===== src/rtl/fifo_sync_param_if.sv =====
// Handshake and status bundle for fifo_sync_param.
// master: producer/consumer side; slave: the FIFO itself.
interface fifo_sync_param_if #(
  parameter int unsigned DATA_W = 8,
  parameter int unsigned DEPTH  = 16
);
  localparam int unsigned CNT_W = $clog2(DEPTH + 1);

  logic              wen;
  logic [DATA_W-1:0] din;
  logic              ren;
  logic [DATA_W-1:0] dout;
  logic              dout_valid;
  logic              full;
  logic              empty;
  logic              almost_full;
  logic              almost_empty;
  logic [CNT_W-1:0]  count;
  logic              overflow;
  logic              underflow;

  modport master (
    output wen, din, ren,
    input  dout, dout_valid, full, empty, almost_full, almost_empty, count, overflow, underflow
  );

  modport slave (
    input  wen, din, ren,
    output dout, dout_valid, full, empty, almost_full, almost_empty, count, overflow, underflow
  );
endinterface


===== src/rtl/fifo_sync_param.sv =====
// Parametrised single-clock FIFO with occupancy count, almost-full/empty flags and
// registered overflow/underflow error pulses. DEPTH need not be a power of two.
// Optional macro FIFO_SYNC_FWFT_EN selects first-word-fall-through read data;
// when undefined, reads have one cycle of latency with a dout_valid strobe.
module fifo_sync_param #(
  parameter int unsigned DATA_W   = 8,
  parameter int unsigned DEPTH    = 16,
  parameter int unsigned AF_LEVEL = DEPTH - 2,
  parameter int unsigned AE_LEVEL = 2
) (
  input logic               clock,
  input logic               rst,
  fifo_sync_param_if.slave  bus
);
  localparam int unsigned CNT_W = $clog2(DEPTH + 1);
  localparam int unsigned PTR_W = $clog2(DEPTH);

  logic [DATA_W-1:0] r_mem [DEPTH];
  logic [PTR_W-1:0]  r_wptr;
  logic [PTR_W-1:0]  r_rptr;
  logic [CNT_W-1:0]  r_count;
  logic              r_overflow;
  logic              r_underflow;

  logic              w_full;
  logic              w_empty;
  logic              w_rd_ok;
  logic              w_wr_ok;
  logic [PTR_W-1:0]  w_wptr_nxt;
  logic [PTR_W-1:0]  w_rptr_nxt;

  assign w_full  = (32'(r_count) == DEPTH);
  assign w_empty = (r_count == '0);
  assign w_rd_ok = bus.ren & ~w_empty;
  // A write into a full FIFO only fits if a read frees a slot at the same edge.
  assign w_wr_ok = bus.wen & (~w_full | w_rd_ok);

  // Explicit wrap so non power-of-two depths never index past the last entry.
  assign w_wptr_nxt = (r_wptr == PTR_W'(DEPTH - 1)) ? '0 : r_wptr + PTR_W'(1);
  assign w_rptr_nxt = (r_rptr == PTR_W'(DEPTH - 1)) ? '0 : r_rptr + PTR_W'(1);

  // Pointers, occupancy and error pulses.
  always_ff @(posedge clock) begin
    if (rst) begin
      r_wptr      <= '0;
      r_rptr      <= '0;
      r_count     <= '0;
      r_overflow  <= 1'b0;
      r_underflow <= 1'b0;
    end else begin
      if (w_wr_ok) r_wptr <= w_wptr_nxt;
      if (w_rd_ok) r_rptr <= w_rptr_nxt;
      if (w_wr_ok && !w_rd_ok) begin
        r_count <= r_count + CNT_W'(1);
      end else if (w_rd_ok && !w_wr_ok) begin
        r_count <= r_count - CNT_W'(1);
      end
      r_overflow  <= bus.wen & ~w_wr_ok;
      r_underflow <= bus.ren & w_empty;
    end
  end

  // Storage array; contents survive reset, but reset blocks a same-cycle write.
  always_ff @(posedge clock) begin
    if (!rst && w_wr_ok) r_mem[r_wptr] <= bus.din;
  end

`ifdef FIFO_SYNC_FWFT_EN
  // Head entry is always presented; ren only pops it.
  assign bus.dout       = r_mem[r_rptr];
  assign bus.dout_valid = ~w_empty;
`else
  logic [DATA_W-1:0] r_dout;
  logic              r_dout_valid;

  // Registered read: dout loads on an accepted read and holds otherwise.
  always_ff @(posedge clock) begin
    if (rst) begin
      r_dout       <= '0;
      r_dout_valid <= 1'b0;
    end else begin
      r_dout_valid <= w_rd_ok;
      if (w_rd_ok) r_dout <= r_mem[r_rptr];
    end
  end

  assign bus.dout       = r_dout;
  assign bus.dout_valid = r_dout_valid;
`endif

  assign bus.full         = w_full;
  assign bus.empty        = w_empty;
  assign bus.almost_full  = (32'(r_count) >= AF_LEVEL);
  assign bus.almost_empty = (32'(r_count) <= AE_LEVEL);
  assign bus.count        = r_count;
  assign bus.overflow     = r_overflow;
  assign bus.underflow    = r_underflow;
endmodule


===== src/flat_wrapper.sv =====
// flat-port wrapper written by rule: the top's interface ports become plain ports
module fifo_sync_param_flat 
#(
  parameter int unsigned DATA_W   = 8,
  parameter int unsigned DEPTH    = 16,
  parameter int unsigned AF_LEVEL = DEPTH - 2,
  parameter int unsigned AE_LEVEL = 2
)
  (clock, rst, bus_wen, bus_din, bus_ren, bus_dout, bus_dout_valid, bus_full, bus_empty, bus_almost_full, bus_almost_empty, bus_count, bus_overflow, bus_underflow);
  fifo_sync_param_if #(.DATA_W(DATA_W), .DEPTH(DEPTH)) bus_i ();
  input logic clock;
  input logic rst;
  input wire logic [$bits(bus_i.wen)-1:0] bus_wen;
  input wire logic [$bits(bus_i.din)-1:0] bus_din;
  input wire logic [$bits(bus_i.ren)-1:0] bus_ren;
  output wire logic [$bits(bus_i.dout)-1:0] bus_dout;
  output wire logic [$bits(bus_i.dout_valid)-1:0] bus_dout_valid;
  output wire logic [$bits(bus_i.full)-1:0] bus_full;
  output wire logic [$bits(bus_i.empty)-1:0] bus_empty;
  output wire logic [$bits(bus_i.almost_full)-1:0] bus_almost_full;
  output wire logic [$bits(bus_i.almost_empty)-1:0] bus_almost_empty;
  output wire logic [$bits(bus_i.count)-1:0] bus_count;
  output wire logic [$bits(bus_i.overflow)-1:0] bus_overflow;
  output wire logic [$bits(bus_i.underflow)-1:0] bus_underflow;
  assign bus_i.wen = bus_wen;
  assign bus_i.din = bus_din;
  assign bus_i.ren = bus_ren;
  assign bus_dout = bus_i.dout;
  assign bus_dout_valid = bus_i.dout_valid;
  assign bus_full = bus_i.full;
  assign bus_empty = bus_i.empty;
  assign bus_almost_full = bus_i.almost_full;
  assign bus_almost_empty = bus_i.almost_empty;
  assign bus_count = bus_i.count;
  assign bus_overflow = bus_i.overflow;
  assign bus_underflow = bus_i.underflow;
  fifo_sync_param #(.DATA_W(DATA_W), .DEPTH(DEPTH), .AF_LEVEL(AF_LEVEL), .AE_LEVEL(AE_LEVEL)) u_core (.clock(clock), .rst(rst), .bus(bus_i));
endmodule

===== config.mk =====
export PLATFORM = sky130hd
export DESIGN_NAME = fifo_sync_param_flat
export DESIGN_NICKNAME = d
export VERILOG_FILES = /design/src/rtl/fifo_sync_param_if.sv /design/src/rtl/fifo_sync_param.sv /design/src/flat_wrapper.sv
export SDC_FILE = /design/constraint.sdc
export NUM_CORES = 1
export LEC_CHECK = 0
export CAP_MARGIN = 20
export CORE_MARGIN = 1
export CORE_UTILIZATION = 30
export DETAILED_ROUTE_END_ITERATION = 10
export PLACE_DENSITY = 0.49
export SETUP_SLACK_MARGIN = 0.5
export SLEW_MARGIN = 0
export SYNTH_ARGS = -nofsm -noshare
export SYNTH_HDL_FRONTEND = slang
export SYNTH_SLANG_ARGS = --single-unit

===== constraint.sdc =====
create_clock -name clock -period 4.3 [get_ports clock]
set_input_delay 0.86 -clock clock [delete_from_list [all_inputs] [get_ports clock]]
set_output_delay 0.86 -clock clock [all_outputs]
set_load 0.01 [all_outputs]

# Word-level counts from Yosys, hierarchy flattened
# Memories as Yosys holds them, arrays and structs flattened. A register that Yosys moved wholly into a read port is not among the register bits.
# Index checks and enable logic that the tools add are counted.
totals:
  elab_cells: 38
  register_bits: 16
  mem_count: 1
  ramBits: 128
  inputBits: 12
op_classes:
  bitwise: 8
  eq_ne: 3
  n_reduce_logical: 8
  n_addsub: 4
  order_cmp: 2
  mux: 6
mem_list:
  columns: ["name", "words", "width", "read_ports", "rd_ports_with_merged_regs", "write_ports", "line_no", "text"]
  rows:
  - ["u_core.r_mem", 16, 8, 1, 1, 1, "fifo_sync_param.sv:18", "logic [DATA_W-1:0] r_mem [DEPTH];"]
op_table:
  columns: ["operator", "n"]
  rows:
  - ["$mux 5", 2]
  - ["$add 4x1->4 const B", 2]
  - ["$eq 4x4->1 const B", 2]
  - ["$mux 4", 2]
  - ["$add 5x1->5 const B", 1]
  - ["$eq 5x5->1 const B", 1]
  - ["$ge 5x4->1 const B", 1]
  - ["$le 5x2->1 const B", 1]
  - ["$logic_not 5->1", 1]
  - ["$sub 5x1->5 const B", 1]
  - ["$and 1x1->1", 4]
  - ["$logic_and 1x1->1", 3]
  - ["$logic_not 1->1", 3]
  - ["$not 1->1", 3]
  - ["$mux 1", 2]
  - ["$reduce_bool 2->1", 1]
  - ["$or 1x1->1", 1]

# Longest topological paths before layout
# Gate-level depths: netlist of run 1.
logic_depth:
  depth_word: 9
  depth_mapped: 11

# Worst setup path after synthesis of run 1
# No wires, ideal clock.
synth_path:
  path_kind: "register to register"
  from: "reg u_core.r_count[0], in the netlist u_core.bus.count[0]"
  to: "reg u_core.r_count[4], in the netlist u_core.bus.count[4]"
  stages_incl_launch_ff: 12
  required_time_ns: 4.179
  setup_time_ns: 0.121
  arrival_ns: 2.948
  path_slack_ns: 1.231
  path_cell_list: "dfxtp_1 -> or4_1 -> buf_4 -> o21ai_4 -> buf_4 -> ha_1 -> inv_1 -> fa_1 -> a21o_1 -> a21oi_1 -> mux2i_1 -> mux2_2"
synth_via:
  elab_chain_len: 8
  word_cells_on_any_way: 16
synth_lines:
  columns: ["element", "line_no", "text"]
  rows:
  - ["from (decl)", "fifo_sync_param.sv:21", "logic [CNT_W-1:0] r_count;"]
  - ["from (signal assigned)", "fifo_sync_param.sv:54", "r_count <= r_count + CNT_W'(1);"]
  - ["from (signal assigned)", "fifo_sync_param.sv:56", "r_count <= r_count - CNT_W'(1);"]
  - ["$logic_not 5->1", "fifo_sync_param.sv:33", "assign w_empty = (r_count == '0);"]
  - ["$not 1->1", "fifo_sync_param.sv:34", "assign w_rd_ok = bus.ren & ~w_empty;"]
  - ["$and 1x1->1", "fifo_sync_param.sv:34", null]
  - ["$or 1x1->1", "fifo_sync_param.sv:36", "assign w_wr_ok = bus.wen & (~w_full | w_rd_ok);"]
  - ["$and 1x1->1", "fifo_sync_param.sv:36", null]
  - ["$logic_not 1->1", "fifo_sync_param.sv:55", "end else if (w_rd_ok && !w_wr_ok) begin"]
  - ["$logic_and 1x1->1", "fifo_sync_param.sv:55", null]
  - ["$reduce_bool 2->1 (no source line)", null, null]
# Parallel ways exist; a longest one is shown, timed or not. The select of a mux whose other input is x is not followed.
# A chain may end at the register's enable or synchronous reset.

# Final worst setup path of run 1
# Same ends and word-level chain as after synthesis.

==> impl_metrics.py, run 1 <==
metrics = {
    "yosys": {
        "synthDistinctLibCells": 38,
        "synth_top_area_frac": 0.6234,
        "synth_largest_area_cell": "edfxtp_1",
        "synthesis.area_um2": 6166,
        "synth_area_per_cell_um2": 18.24,
        "syn_inst": 338,
        "synth_flop_cell": "edfxtp_1",
        "syn_nets": 360,
        "async_reset_ff_frac": 0,
        "synth-edff-count": 128,
        "synthTopCellsByArea": "edfxtp_1, mux4_2, dfxtp_1",
        "ys_seq_area_frac": 0.7013,
        "yosys_warnings": 0,
        "synth_seq_cells": 152,
    },
    "floorplanning": {
        "die_h_um": 145.4,
        "dieArea_um2": 21130,
        "io_pins": 32,
        "die_w_um": 145.4,
        "core_area_um2": 20170,
        "num_rows": 52,
        "start_util": 0.3057,
    },
    "sta": {
        "slew_headroom": 0.3775,
        "rsz0062_at_grt": "no",
        "min_period_ns": 3.377,
        "finalClockSkew_ns": 0.005876,
        "setup_viol": 0,
        "whs_ns": 0.5137,
        "fin_tns_setup_ns": 0,
        "max_clock_freq_mhz": 296.1,
        "drv_slew": 0,
        "timing.final.crit_share": 0.7854,
        "hold_viol": 0,
        "tightest_slew_ns": 0.9324,
    },
    "pwr": {
        "p_int_w": 0.002895,
        "power_frac_clock": 0.378,
        "combPwrFrac": 0.180,
        "power_frac_seq": 0.442,
        "p_leak_nw": 2.363,
        "ir_worst_vdd_uv": 237.1,
        "p_per_area_nw_per_um2": 531.4,
        "p_switching_w": 0.001049,
        "sw_frac_of_total": 0.2659,
    },
    "clocking": {
        "cts_tree": "built",
        "cts_max_level": 4,
        "post_cts_buffers": 0,
        "clkTransAtPathRegs_ns": 0.06,
        "ctsResizeCount": 0,
        "cts_hold_buf": 0,
        "root_buffer": "clkbuf_16",
        "clk_latency_ns": 0.42,
        "numClockSinks": 152,
        "clk_path_buf_depth": 2,
        "cts_made_buffers": 17,
    },
    "routing": {
        "wl_per_cell_um": 18.77,
        "wl_um": 12500,
        "vias": 3140,
        "viasPerCell": 4.715,
        "drc_errors": 1,
        "ant_nets": 0,
        "drt_iter0_markers": 156,
        "drt-pass1-iter-count": 7,
    },
    "outcome": {
        "status": "finished with violations",
        "violations": "design-rule violations",
    },
    "layout": {
        "num_antenna_cells": 0,
        "drive_gt1_frac": 0.2348,
        "final_area_um2": 7421,
        "layout.nets": 405,
        "area_growth_pct": 20.35,
        "nFillCells": 1903,
    },
    "critical_path": {
        "cp_top_family": "compound AO/OA/AOI/OAI gates",
        "crit_type": "reg -> reg",
        "crit_path_end_kind": "register",
        "path_cells": "or4_1 > o21ai_4 > ha_1 > inv_1 > fa_1 > a21o_1 > a21oi_1 > mux2i_1 > mux2_2",
        "crit_required_ns": 4.61,
        "crit_slowest_cell": "or4_1",
        "crit_path_start_kind": "register",
        "cp.buffers_inverters": 1,
        "cp_max_fo": 17,
        "slowest_delay_ns": 0.73,
        "arrival_ns": 3.68,
    },
    "min_path": {
        "worst_hold_path_type": "reg -> reg",
    },
    "global_route": {
        "grt_pass1_vias": 3332,
        "grt_first_pass_wirelength_um": 19760,
        "grt_use_total": 0.1283,
        "overflow": 0,
        "grt_max_degree": 28,
        "antenna_found_initial": 0,
    },
    "placed_design": {
        "port_buffers": 31,
        "hpwl_um": 8010,
        "placed_area_um2": 6829,
        "routabilityCongestion": 0.7502,
    },
    "flow_run": {
        "cap_violations": 0,
    },
}
[layout by cell type (no fill, tap or decap), types with 3 or more instances in the layout]
cell and count:
edfxtp_1 128, mux4_2 32, clkdlybuf4s50_1 31, nor2_1 29
dfxtp_1 23, mux2i_1 21, clkbuf_16 17, buf_4 16
nand3b_1 9, ha_1 9, o221ai_2 8, nand2_1 7
a21oi_1 7, inv_1 6, nor3_1 4, inv_6 4
nor4_1 3, nand2b_1 3, xor2_1 3, inv_8 3
[layer usage]
layer  vias up  wire length, um  GRT usage
met5         -                0          0
li1       1439                -          -
met4         0               99    0.03526
met2        64             6271     0.2082
met1      1630             5584     0.1686
met3         7              547    0.03636
[power groups by stage]
stage	clock, W	combinational [W]	sequential [W]
after detailed placement	0	0.000725	0.00178
after CTS	0.00152	0.000728	0.00175
after floorplan	0	0.000485	0.00176
final	0.00149	0.000710	0.00174
after global placement	0	0.000722	0.00178
after global routing	0.00158	0.000777	0.00176
[final timing paths]
kind                       start             endpoint  slack [ns]  depth (start not counted)
max          u_core.bus.count[0]  u_core.bus.count[4]        0.92                          9
min             u_core.r_rptr[3]     u_core.r_rptr[3]        0.51                          2
max reg2reg  u_core.bus.count[0]  u_core.bus.count[4]        0.92                          9
min reg2reg     u_core.r_rptr[3]     u_core.r_rptr[3]        0.51                          2
[registers in the layout, indices dropped and copies added, names as in the netlist]
name                   count
u_core.bus.overflow        1
u_core.bus.dout            8
u_core.r_mem             128
u_core.bus.dout_valid      1
u_core.bus.underflow       1
u_core.bus.count           5
u_core.r_rptr              4
u_core.r_wptr              4
[through the flow]
step                      setup slack, ns  std cells  total power [W]    util
after detailed placement           0.7844        634         0.002504  0.3386
after floorplan                     1.231        338         0.002241       -
after global routing               0.6913        666         0.004116  0.3679
after CTS                          0.9113        666         0.003997  0.3679
after global placement             0.8189        634         0.002499  0.3386
final                              0.9230        666         0.003943  0.3679
[cell usage after synthesis, types with 2 or more instances]
cell type	n
nand3_1	2
clkbuf_1	11
buf_2	4
o221ai_2	8
buf_6	2
a21o_1	2
xnor2_1	2
edfxtp_1	128
nand2b_1	3
or3_1	2
nor4_1	3
nor3_1	4
nor2_1	29
buf_4	2
nand3b_1	9
mux2i_1	21
ha_1	9
o31ai_1	2
buf_1	2
mux4_2	32
inv_1	6
xor2_1	3
a31oi_1	2
dfxtp_1	24
nand2_1	7
a21oi_1	7
[kinds of logic after synthesis]
family                     synth area share
AOI/OAI and AO/OA                   0.04789
xor gates and xnor gates           0.007104
adders and majority gates           0.02151
buffers and inverters               0.02090
DFF                                  0.7013
muxes                                0.1528
and+or+nand+nor                     0.04850
[final cells by class]
type / count / area, um^2 / area share
flip-flops and latches: 152 / 4325 / 0.5829
well taps: 270 / 337.8 / 0.04552
clock inverters: 14 / 162.7 / 0.02192
inverters: 6 / 22.52 / 0.003035
clock buffers: 18 / 429.2 / 0.05783
multi-input cells: 159 / 1713 / 0.2308
repair buffers: 47 / 430.4 / 0.05800
[worst register-to-register path, cell delays in order, from the launching register on]
cell     delay, ns
dfxtp_1       0.38
or4_1         0.73
o21ai_4       0.47
ha_1          0.26
inv_1         0.11
fa_1          0.42
a21o_1        0.17
a21oi_1       0.16
mux2i_1       0.22
mux2_2        0.35
No activity file was read; power rests on OpenSTA's default activity.
==> inputs of run 2 (changes only) <==
PLACE_DENSITY = 0.5   (was 0.49)
clock period = 3.1 ns   (was 4.3 ns; I/O delays follow)
==> impl_metrics.py, run 2 (synthesis results as in run 1) <==
metrics = {
    "placed_design": {
        "placed_area_um2": 6929,
        "routabilityCongestion": 0.7328,
        "port_buffers": 31,
        "hpwl_um": 7981,
    },
    "layout": {
        "area_growth_pct": 22.99,
        "final_cell_mix": "edfxtp_1, mux4_2, buf_4, nor2_1, clkdlybuf4s50_1",
        "num_antenna_cells": 0,
        "largest_register_ffs": 128,
        "drive_gt1_frac": 0.2871,
        "layout.nets": 420,
        "final_common_cell": "edfxtp_1",
        "regMostFlops": "u_core.r_mem",
        "final_area_um2": 7584,
    },
    "critical_path": {
        "arrival_ns": 2.94,
        "crit_type": "reg -> reg",
        "crit_required_ns": 3.41,
        "crit_path_start_kind": "register",
        "cp_max_fo": 5,
        "crit_path_end_kind": "register",
        "ff2ff_path_depth": 9,
    },
    "sta": {
        "drv_slew": 0,
        "setup_viol": 0,
        "whs_ns": 0.5124,
        "timing.final.crit_share": 0.8484,
        "finalClockSkew_ns": 0.009189,
        "tightest_slew_ns": 0.6183,
        "hold_viol": 0,
        "min_period_ns": 2.630,
        "rsz0062_at_grt": "yes",
        "slew_headroom": 0.5865,
        "fin_tns_setup_ns": 0,
        "max_clock_freq_mhz": 380.2,
    },
    "floorplanning": {
        "dieArea_um2": 21130,
        "die_h_um": 145.4,
        "io_pins": 32,
        "num_rows": 52,
        "die_w_um": 145.4,
        "core_area_um2": 20170,
        "start_util": 0.3057,
    },
    "min_path": {
        "worst_hold_path_type": "reg -> reg",
        "worstHoldPathCells": 2,
    },
    "routing": {
        "viasPerCell": 4.721,
        "drt-pass1-iter-count": 5,
        "wl_um": 13050,
        "wl_per_cell_um": 19.16,
        "ant_nets": 0,
        "drc_errors": 0,
        "drt_iter0_markers": 202,
        "vias": 3215,
    },
    "pwr": {
        "p_leak_nw": 2.438,
        "p_per_area_nw_per_um2": 731.5,
        "ir_worst_vdd_uv": 402.3,
        "total_power_w": 0.005547,
    },
    "clocking": {
        "cts_max_level": 4,
        "numClockSinks": 152,
        "root_buffer": "clkbuf_16",
        "clk_latency_ns": 0.42,
        "clkTransAtPathRegs_ns": 0.06,
        "clk_path_buf_depth": 2,
        "cts_hold_buf": 0,
        "cts_made_buffers": 17,
        "cts_tree": "built",
    },
    "flow_run": {
        "cap_violations": 0,
    },
    "global_route": {
        "grt_use_total": 0.1307,
        "grt_max_degree": 36,
        "grt_first_pass_wirelength_um": 20000,
        "overflow": 0,
        "grt_pass1_vias": 3362,
        "antenna_found_initial": 0,
    },
    "outcome": {
        "status": "finished, final reports clean",
    },
}
[run 2: cell count changes in the layout (fill, tap and decap cells not counted), sizes merged]
cell,change
buf,+15
clkdlybuf4s50,-3
clkinvlp,+2
dlygate4sd2,+2
bufinv,-1
clkinv,-1
dlymetal6s2s,+1
[run 2: routing by layer]
| metal | vias up | part of all wire | GRT usage |
|---|---|---|---|
| met4 | 0 | 0.016 | 0.05263 |
| li1 | 1469 | - | - |
| met2 | 48 | 0.51 | 0.2207 |
| met5 | - | 0 | 0 |
| met3 | 18 | 0.030 | 0.02915 |
| met1 | 1680 | 0.45 | 0.1628 |
[run 2: layout make-up]
| cell class | instances | area [um^2] |
|---|---|---|
| fill | 1912 | 12590 |
| sequential | 152 | 4334 |
| multi-input combinational | 159 | 1764 |
| timing repair buffer | 62 | 555.5 |
| clock buffer | 18 | 429.2 |
| tap | 270 | 337.8 |
| clock inverter | 14 | 137.6 |
| inverter | 6 | 25.02 |
[run 2: report_power, final]
group          internal, W  leakage, nW  switching (W)
sequential         0.00231         1.35      0.0000820
clock              0.00112        0.269       0.000863
combinational     0.000599        0.818       0.000567
[run 2: worst paths after layout]
| kind | from | endpoint | slack (ns) |
|---|---|---|---|
| setup / recovery | u_core.bus.count[1] | u_core.bus.count[4] | 0.47 |
| hold reg to reg | u_core.r_rptr[3] | u_core.r_rptr[3] | 0.51 |
| setup reg to reg | u_core.bus.count[1] | u_core.bus.count[4] | 0.47 |
| hold / removal | u_core.r_rptr[3] | u_core.r_rptr[3] | 0.51 |
[run 2: critical path, cell delays in order (launching register included)]
cell	delay [ns]
dfxtp_4	0.34
or4_4	0.58
o31a_4	0.32
ha_4	0.17
inv_4	0.08
ha_4	0.20
a21o_1	0.16
a21oi_2	0.13
mux2i_1	0.20
mux2_2	0.34
[run 2: stage by stage]
| stage | util | worst slack, ns | cells |
|---|---|---|---|
| detailed placement | 0.3435 | 0.1213 | 642 |
| finish | 0.3760 | 0.4700 | 681 |
| floorplan | - | 0.2172 | 338 |
| global placement | 0.3435 | 0.1661 | 642 |
| CTS | 0.3753 | 0.3900 | 680 |
| global route | 0.3760 | 0.3653 | 681 |
[run 2: timing repair]
action	in CTS	in global routing
buffers inserted	6	1
pin swaps	6	3
setup endpoints to repair	3	3
endpoints found under the hold margin	0	0
cloned	0	0
gates resized for setup	7	2
==> inputs of run 3 (changes only) <==
clock period = 2.3 ns   (was 3.1 ns; I/O delays follow)
==> impl_metrics.py, run 3 (synthesis results as in run 1) <==
metrics = {
    "outcome": {
        "status": "finished with violations",
        "violations": "negative setup slack",
    },
    "routing": {
        "ant_nets": 0,
        "drc_errors": 0,
        "wl_per_cell_um": 18.96,
        "vias": 3302,
        "wl_um": 13270,
        "viasPerCell": 4.717,
        "drt_iter0_markers": 191,
        "drt-pass1-iter-count": 5,
    },
    "pwr": {
        "p_leak_nw": 2.710,
        "power_frac_seq": 0.423,
        "power_frac_clock": 0.335,
        "sw_frac_of_total": 0.2703,
        "combPwrFrac": 0.242,
        "p_per_area_nw_per_um2": 928.1,
        "p_switching_w": 0.002055,
        "p_int_w": 0.005548,
        "ir_worst_vdd_uv": 592.5,
    },
    "clocking": {
        "root_buffer": "clkbuf_16",
        "clkTransAtPathRegs_ns": 0.06,
        "cts_tree": "built",
        "clk_latency_ns": 0.41,
        "cts_max_level": 4,
        "clk_path_buf_depth": 2,
        "cts_hold_buf": 0,
        "numClockSinks": 152,
        "cts_made_buffers": 17,
    },
    "floorplanning": {
        "num_rows": 52,
        "die_w_um": 145.4,
        "dieArea_um2": 21130,
        "io_pins": 32,
        "die_h_um": 145.4,
        "core_area_um2": 20170,
        "start_util": 0.3057,
    },
    "sta": {
        "max_clock_freq_mhz": 375.7,
        "min_period_ns": 2.662,
        "whs_ns": 0.4008,
        "slew_headroom": 0.6003,
        "timing.final.crit_share": 1.157,
        "tightest_slew_ns": 0.5977,
        "timing.final.ws_setup_ns": -0.3615,
        "drv_slew": 0,
        "hold_viol": 0,
        "rsz0062_at_grt": "yes",
        "finalClockSkew_ns": 0.008320,
        "setup_viol": 2,
    },
    "placed_design": {
        "port_buffers": 31,
        "routabilityCongestion": 0.7426,
        "hpwl_um": 8419,
    },
    "layout": {
        "area_growth_pct": 32.85,
        "final_common_cell": "edfxtp_1",
        "num_antenna_cells": 0,
        "final_cell_mix": "edfxtp_1, mux4_2, buf_4, mux2i_1, dfxtp_1",
        "nFillCells": 1844,
        "layout.nets": 439,
        "largest_register_ffs": 128,
        "regMostFlops": "u_core.r_mem",
        "drive_gt1_frac": 0.3837,
        "final_util": 0.4061,
    },
    "critical_path": {
        "cp_max_fo": 5,
        "cp.buffers_inverters": 1,
        "cp_top_family": "compound AO/OA/AOI/OAI gates",
        "crit_required_ns": 2.61,
        "rrSetupSlack_ns": -0.36,
        "crit_path_start_kind": "register",
        "path_cells": "or4_4 > o31a_4 > ha_4 > inv_4 > ha_4 > a21o_1 > a21oi_2 > mux2i_1 > mux2_2",
        "reg2reg_from": "u_core.bus.count[1]",
        "crit_path_end_kind": "register",
        "crit_type": "reg -> reg",
        "crit_slowest_cell": "or4_4",
        "ff2ff_path_depth": 9,
        "rr_endpoint": "u_core.bus.count[4]",
        "arrival_ns": 2.97,
        "slowest_delay_ns": 0.58,
        "crit_top_cell": "ha_4",
    },
    "global_route": {
        "overflow": 0,
        "grt_max_degree": 36,
        "grt_pass1_vias": 3470,
        "grt_first_pass_wirelength_um": 20960,
        "antenna_found_initial": 0,
        "grt_use_total": 0.1359,
    },
    "min_path": {
        "worst_hold_path_type": "in -> reg",
        "min_from": "rst",
        "worstHoldPathCells": 3,
        "min_to": "u_core.bus.overflow",
    },
    "flow_run": {
        "cap_violations": 0,
    },
}
[run 3: cell types whose count changed in the layout (fill, tap and decap cells not counted), moves of 4 or more]
cell,change
buf_12,+18
nor3_1,-4
dlygate4sd2_1,+10
nand2_1,-5
buf_4,-7
nor3_4,+4
buf_6,+6
clkdlybuf4s50_1,-15
nor2_4,+12
nor2_1,-12
[run 3: repair_timing]
item,in CTS,in global routing
setup buffers,1,5
pin swaps,7,9
setup endpoints to repair,155,70
resized for setup,44,17
[run 3: how the worst max path moves through the flow]
stage / startpoint / endpoint / slack, ns / cells after the start
6_report: u_core.bus.count[1] / u_core.bus.count[4] / -0.36 / 9
5_1_grt: u_core.bus.count[1] / u_core.bus.count[4] / -0.41 / 9
4_1_cts: u_core.bus.count[0] / u_core.bus.count[4] / -0.36 / 9
3_5_place_dp: bus_ren / u_core.bus.count[4] / -0.49 / 9
3_3_place_gp: bus_ren / u_core.bus.count[4] / -0.45 / 9
2_1_floorplan: u_core.bus.count[1] / u_core.bus.count[4] / -0.58 / 11
[run 3: layer usage]
layer,global-route usage,vias up,share of wire
li1,-,1511,-
met1,0.1768,1723,0.43
met2,0.2260,54,0.52
met3,0.02633,14,0.032
met4,0.05053,0,0.014
met5,0,-,0
[run 3: area by class of cell]
cell class / instances / area [um^2] / area share
clock inverter: 9 / 65.06 / 0.007943
tap: 270 / 337.8 / 0.04124
sequential: 152 / 4330 / 0.5286
clock buffer: 23 / 478.0 / 0.05835
inverter: 6 / 25.02 / 0.003055
timing repair buffer: 81 / 944.7 / 0.1153
multi-input combinational: 159 / 2011 / 0.2455
[run 3: metrics by stage]
| step | cell area, um^2 | power, W | cells | TNS [ns] | setup slack [ns] |
|---|---|---|---|---|---|
| finish | 8192 | 0.007603 | 700 | -0.5223 | -0.3615 |
| global route | 8192 | 0.007976 | 700 | -0.7547 | -0.4058 |
| CTS | 8085 | 0.007598 | 695 | -0.5295 | -0.3622 |
| detailed placement | 7437 | 0.004967 | 662 | -7.075 | -0.4883 |
| global placement | 7437 | 0.004945 | 662 | -3.660 | -0.4466 |
| floorplan | 6356 | 0.004279 | 338 | -0.9014 | -0.5828 |
[run 3: power groups by stage]
| stage | Clock [W] | Sequential [W] | Combinational, W |
|---|---|---|---|
| floorplan | 0 | 0.00329 | 0.000989 |
| finish | 0.00255 | 0.00321 | 0.00184 |
| detailed placement | 0 | 0.00327 | 0.00169 |
| global route | 0.00274 | 0.00323 | 0.00200 |
| CTS | 0.00262 | 0.00322 | 0.00176 |
| global placement | 0 | 0.00327 | 0.00168 |
[run 3: worst reg2reg max path, delay by kind of cell, from the launching register on]
| family | cells | cell delay, ns |
|---|---|---|
| and+or+nand+nor | 1 | 0.58 |
| AOI/OAI and AO/OA | 3 | 0.64 |
| adders and majority gates | 2 | 0.37 |
| DFF | 1 | 0.34 |
| muxes | 2 | 0.55 |
| buffers and inverters | 1 | 0.08 |
